[src/rtl/pps_interval_meter.sv]
// Measures clock counts between rising edges on NCH asynchronous PPS inputs and reports them
// via a round-robin valid/ready record port. Define PPS_MISSING_DET_EN for missing-pulse timeouts.
`timescale 1ns/1ps
module pps_interval_meter #(
    parameter int NCH      = 4,
    parameter int CNT_BITS = 32,
    parameter int NOMINAL  = 156250000,
    parameter int TOL      = 1000,
    parameter int LOCK_CNT = 4,
    localparam int CW      = (NCH > 1) ? $clog2(NCH) : 1
) (
    input  logic                i_clk,
    input  logic                i_rst_n,
    input  logic [NCH-1:0]      i_pps,
    output logic                o_valid,
    input  logic                i_ready,
    output logic [CW-1:0]       o_chan,
    output logic [CNT_BITS-1:0] o_period,
    output logic [2:0]          o_flags,
    output logic [NCH-1:0]      o_locked
);

    localparam logic [CNT_BITS:0] NOM_X  = (CNT_BITS+1)'(NOMINAL);
    localparam logic [CNT_BITS:0] TOL_X  = (CNT_BITS+1)'(TOL);
    localparam logic [3:0]        LOCK_X = 4'(LOCK_CNT);
`ifdef PPS_MISSING_DET_EN
    localparam logic [CNT_BITS:0] TO_X   = NOM_X + TOL_X + (CNT_BITS+1)'(1);
`endif

    // Tolerance test done one bit wider so neither subtraction can wrap.
    function automatic logic f_in_tol(input logic [CNT_BITS-1:0] per);
        logic [CNT_BITS:0] ext;
        logic [CNT_BITS:0] diff;
        ext  = {1'b0, per};
        diff = (ext >= NOM_X) ? (ext - NOM_X) : (NOM_X - ext);
        return (diff <= TOL_X);
    endfunction

    function automatic logic [CNT_BITS-1:0] f_sat_inc(input logic [CNT_BITS-1:0] v);
        return (&v) ? v : (v + CNT_BITS'(1));
    endfunction

    logic [NCH-1:0]      r_sync1, r_sync2, r_sync3, r_edge, r_armed;
    logic [CNT_BITS-1:0] r_cnt [NCH];
    logic [3:0]          r_lock [NCH];
    logic [NCH-1:0]      r_slot_vld, r_slot_ovr, r_slot_tol, r_slot_to;
    logic [CNT_BITS-1:0] r_slot_per [NCH];
    logic [CW-1:0]       r_last;
    logic                r_valid;
    logic [CW-1:0]       r_chan;
    logic [CNT_BITS-1:0] r_period;
    logic [2:0]          r_flags;

    logic [CNT_BITS:0]   w_per_ext [NCH];
    logic [CNT_BITS-1:0] w_per [NCH];
    logic [CNT_BITS-1:0] w_new_per [NCH];
    logic [NCH-1:0]      w_tol, w_cap, w_to, w_drain;
    logic                w_load;
    logic                w_gnt_vld, w_gnt_hi_vld, w_gnt_lo_vld;
    logic [CW-1:0]       w_gnt, w_gnt_hi, w_gnt_lo;

    assign w_load = ~r_valid | i_ready;

    genvar n;
    for (n = 0; n < NCH; n++) begin : g_ch
        assign w_per_ext[n] = {1'b0, r_cnt[n]} + (CNT_BITS+1)'(1);
        assign w_per[n]     = w_per_ext[n][CNT_BITS] ? '1 : w_per_ext[n][CNT_BITS-1:0];
        assign w_tol[n]     = f_in_tol(w_per[n]);
        assign w_cap[n]     = r_edge[n] & r_armed[n];
        assign w_drain[n]   = w_load & w_gnt_vld & (w_gnt == CW'(n));
        assign o_locked[n]  = (r_lock[n] == LOCK_X);
`ifdef PPS_MISSING_DET_EN
        // Fires on the cycle an edge would first have produced an over-long period.
        assign w_to[n]      = r_armed[n] & ~r_edge[n] & (w_per_ext[n] == TO_X);
        assign w_new_per[n] = w_cap[n] ? w_per[n] : TO_X[CNT_BITS-1:0];
`else
        assign w_to[n]      = 1'b0;
        assign w_new_per[n] = w_per[n];
`endif
    end

    // Round-robin: lowest pending channel above the last grant wins, else wrap to the lowest.
    always_comb begin
        w_gnt_hi_vld = 1'b0;
        w_gnt_hi     = '0;
        w_gnt_lo_vld = 1'b0;
        w_gnt_lo     = '0;
        for (int j = NCH - 1; j >= 0; j--) begin
            if (r_slot_vld[j]) begin
                if (j > int'(r_last)) begin
                    w_gnt_hi_vld = 1'b1;
                    w_gnt_hi     = CW'(j);
                end else begin
                    w_gnt_lo_vld = 1'b1;
                    w_gnt_lo     = CW'(j);
                end
            end
        end
        w_gnt_vld = w_gnt_hi_vld | w_gnt_lo_vld;
        w_gnt     = w_gnt_hi_vld ? w_gnt_hi : w_gnt_lo;
    end

    always_ff @(posedge i_clk or negedge i_rst_n) begin
        if (!i_rst_n) begin
            r_sync1    <= '0;
            r_sync2    <= '0;
            r_sync3    <= '0;
            r_edge     <= '0;
            r_armed    <= '0;
            r_slot_vld <= '0;
            r_slot_ovr <= '0;
            r_slot_tol <= '0;
            r_slot_to  <= '0;
            for (int i = 0; i < NCH; i++) begin
                r_cnt[i]      <= '0;
                r_lock[i]     <= '0;
                r_slot_per[i] <= '0;
            end
        end else begin
            r_sync1 <= i_pps;
            r_sync2 <= r_sync1;
            r_sync3 <= r_sync2;
            r_edge  <= r_sync2 & ~r_sync3;
            for (int i = 0; i < NCH; i++) begin
                r_cnt[i] <= r_edge[i] ? '0 : f_sat_inc(r_cnt[i]);
                if (r_edge[i]) begin
                    r_armed[i] <= 1'b1;
                end else if (w_to[i]) begin
                    r_armed[i] <= 1'b0;
                end
                // A capture that lands on an undrained slot overwrites it and flags the loss.
                if (w_cap[i] || w_to[i]) begin
                    r_slot_vld[i] <= 1'b1;
                    r_slot_ovr[i] <= r_slot_vld[i] & ~w_drain[i];
                    r_slot_tol[i] <= w_cap[i] & w_tol[i];
                    r_slot_to[i]  <= w_to[i];
                    r_slot_per[i] <= w_new_per[i];
                end else if (w_drain[i]) begin
                    r_slot_vld[i] <= 1'b0;
                end
                if (w_to[i] || (w_cap[i] && !w_tol[i])) begin
                    r_lock[i] <= '0;
                end else if (w_cap[i] && (r_lock[i] != LOCK_X)) begin
                    r_lock[i] <= r_lock[i] + 4'd1;
                end
            end
        end
    end

    always_ff @(posedge i_clk or negedge i_rst_n) begin
        if (!i_rst_n) begin
            r_valid  <= 1'b0;
            r_chan   <= '0;
            r_period <= '0;
            r_flags  <= '0;
            r_last   <= CW'(NCH - 1);
        end else if (w_load) begin
            r_valid <= w_gnt_vld;
            if (w_gnt_vld) begin
                r_chan   <= w_gnt;
                r_period <= r_slot_per[w_gnt];
                r_flags  <= {r_slot_to[w_gnt], r_slot_ovr[w_gnt], r_slot_tol[w_gnt]};
                r_last   <= w_gnt;
            end
        end
    end

    assign o_valid  = r_valid;
    assign o_chan   = r_chan;
    assign o_period = r_period;
    assign o_flags  = r_flags;

endmodule

[config.mk]
export PLATFORM = sky130hd
export DESIGN_NAME = pps_interval_meter
export DESIGN_NICKNAME = d
export VERILOG_FILES = /design/src/rtl/pps_interval_meter.sv
export SDC_FILE = /design/constraint.sdc
export NUM_CORES = 1
export LEC_CHECK = 0
export CAP_MARGIN = 20
export CORE_ASPECT_RATIO = 1.1
export CORE_MARGIN = 2
export CORE_UTILIZATION = 40
export DETAILED_ROUTE_END_ITERATION = 16
export GPL_TIMING_DRIVEN = 1
export SLEW_MARGIN = 40
export SYNTH_ARGS = -nofsm -noshare
export SYNTH_HDL_FRONTEND = slang
export SYNTH_SLANG_ARGS = --single-unit
[constraint.sdc]
create_clock -name i_clk -period 9.9 [get_ports i_clk]
set_clock_uncertainty 0.1 [all_clocks]
set_input_delay 1.98 -clock i_clk [delete_from_list [all_inputs] [get_ports i_clk]]
set_output_delay 1.98 -clock i_clk [all_outputs]
set_load 0.05 [all_outputs]
==> results.toml <==
[run_status]
status = "completed"

[drt]
wl_um = 77500
avgViaCountPerCell = 6.06
drt_pass1_iterations = 6
drc = 0
wl_per_cell_um = 21.4
postRouteAntennaNets = 0
dr_total_vias = 21990
drt_iter0_markers = 1979

[floorplanning]
die_w_um = 233
initial_core_util_pct = 40.4
coreArea_um2 = 57200
io_pins = 49
chipHeight_um = 256
std_cell_rows = 92
dieArea_um2 = 59700

[power_and_ir_drop]
combinationalPowerShare_pct = 27.9
p_sw_w = 0.00170
pwr-share-clk_pct = 34.7
power_density_nw_per_um2 = 178
p_leak_nw = 10.3
swShare_pct = 37.5
seqPwrFrac_pct = 37.3
intPower_w = 0.00283
peakVddDrop_v = 0.000140

[critical_path]
worstPathCellList = "ha_1 > nand3_1 > or4_1 > nor3_2 > buf_4 > nor2_1 > ha_1 > inv_1 > o32ai_1 > nor4_1 > a31o_2 > nor4_1 > xor2_1 > nor2_1 > or4b_1 > nand3_1 > o2111ai_1 > a31o_2 > a21oi_1"
endpoint_kind = "flop"
crit_required_ps = 10300
startpoint_type = "flop"
cp_slowest_cell = "or4_1"
path_class = "flop to flop"
critPathMaxFanout = 18
timing.critical_path.slowest_cell_delay_ps = 770
cp_top_family = "simple AND/OR/NAND/NOR gates"
critPathBufInv = 2
worst_ep_arrival_time_ps = 6150

[cts]
insertion_delay_ps = 590
cts_buffers = 40
cts_htree_levels = 2
cts_tree = "built"
cts_setup_buffers = 0
clk_root_buffer_cell = "clkbuf_16"
hold_buffers = 0
clock-sinks = 343
clock_path_buffers = 3
clk_transition_reported_paths_ps = 60
cts_resized = 0

[logic_synthesis]
ys_async_sr_fraction_pct = 100
syn_area_per_cell_um2 = 7.91
syn-instance-count = 2920
netlist_top_cells_count = "nand2_1, dfrtp_1, nor2_1"
synth_edf_count = 0
synth_most_common_cell = "nand2_1"
synth_area_um2 = 23100
ys_ff_latch = 343
seq_area_frac_synth_pct = 37.2
synth_fp_nets = 2943
synth.largest_area_cell = "dfrtp_1"
synth_top_area_share_pct = 36.9
yosysWarnings = 0
synth-main-ff-cell = "dfrtp_1"
synth_area_leaders = "dfrtp_1, nand2_1, o21ai_0, nor2_1, xnor2_1"
ys_types = 111

[sta]
maxSlewViolCount = 0
period_share_pct = 58.0
rsz0062_at_grt = "false"
tns_ps = 0
worstMarginPinSlew_ps = 834
hold_violations = 0
clock.fmax_ghz = 0.174
setup-violations-final = 0
max_slew_margin_pct = 42.8
hold_ws_ps = 245
finalCriticalPeriod_ps = 5750

[cells_and_area]
antenna_cells = 0
final_util_pct = 44.4
area_growth_pct = 9.89
n_fill_cell = 5723
drive_gt1_share_pct = 7.23
final_nets = 2870
stdcell_area_um2 = 25400

[worst_hold_path]
hp-class = "flop to flop"

[grt]
grt_start_max_net_pins = 94
grt_pass1_wl_um = 121000
grt_overflow = 0
grt_util_all_layers_pct = 25.6
antenna_found_initial = 0
first_global_vias = 20719

[job]
cap_viol_max_count = 0

[placement]
placed_cell_area_um2 = 24000
dpl.hpwl_um = 58800
globalplace.congestion = 0.957
io_buffers = 47
==> sequential cells by signal, summed over array words and instances (netlist names) <==
name / cells
r_sync2: 4
r_slot_ovr: 4
o_flags: 2
r_lock: 16
r_armed: 4
r_slot_tol: 4
o_valid: 1
o_chan: 2
o_period: 32
r_slot_per: 128
r_sync3: 4
r_last: 2
r_cnt: 128
r_edge: 4
r_sync1: 4
r_slot_vld: 4
==> power groups by stage <==
stage	registers, W	logic (W)	clock network [W]
2_1_floorplan	0.00184	0.000676	0
3_3_place_gp	0.00171	0.00124	0
3_5_place_dp	0.00171	0.00126	0
4_1_cts	0.00169	0.00127	0.00161
5_1_grt	0.00171	0.00138	0.00167
6_report	0.00169	0.00127	0.00157
==> cells by family (layout without fill, tap and decap cells) <==
kind of cell | Yosys count | after routing | share of synthesized area, %
buffers and inverters | 244 | 200 | 4.63
muxes | 33 | 33 | 1.48
adders and majority gates | 16 | 16 | 0.867
xor gates and xnor gates | 148 | 148 | 5.61
DFF | 343 | 343 | 37.2
AOI/OAI and AO/OA | 708 | 708 | 19.8
other | 1 | 1 | 0.0162
and+or+nand+nor | 1427 | 1427 | 30.4
==> through the flow <==
stage	std cells	total power, W	worst slack, ps
detailed placement	3557	0.00297	4210
finish	3628	0.00453	4150
global placement	3556	0.00295	4170
CTS	3628	0.00457	4190
floorplan	2920	0.00251	5130
global route	3628	0.00476	3800
==> final timing paths <==
check | startpoint | end | slack [ps] | cells after the start
setup reg to reg | r_cnt[96] | r_lock[14] | 4150 | 19
hold / removal | r_sync1[0] | r_sync2[0] | 250 | 0
hold reg to reg | r_sync1[0] | r_sync2[0] | 250 | 0
max in group asynchronous | i_rst_n | r_cnt[66] | 6610 | 3
setup / recovery | r_cnt[96] | r_lock[14] | 4150 | 19
min in group asynchronous | i_rst_n | r_cnt[3] | 1260 | 1
==> placed cells by master, fill, tap and decap left out, types with 54 or more instances in the layout <==
master and n:
nand2_1 512, a21oi_1 112, inv_1 56, nor4_1 54, and2_1 54, nor2_1 286
o21ai_0 267, dfrtp_1 341, nand3_1 148, nor3_1 76, nand4_1 61, xnor2_1 102
==> layer usage <==
| layer | vias up | wire length [µm] | global-route usage, % | part of all wire [%] |
|---|---|---|---|---|
| met4 | 0 | 2550 | 7.98 | 3.3 |
| met5 | - | 0 | 0 | 0 |
| met3 | 146 | 4560 | 3.60 | 5.9 |
| met1 | 10708 | 34800 | 35.8 | 45 |
| li1 | 10377 | - | - | - |
| met2 | 759 | 35600 | 40.9 | 46 |
==> layout make-up <==
cell class | instances | area [µm²] | area share [%]
clock inverter | 18 | 258 | 1.02
sequential | 343 | 8590 | 33.8
clock buffer | 53 | 1130 | 4.45
tap | 752 | 941 | 3.71
inverter | 57 | 214 | 0.843
timing repair buffer | 72 | 678 | 2.67
multi-input combinational | 2333 | 13600 | 53.5
(Power assumes the default switching activity.)
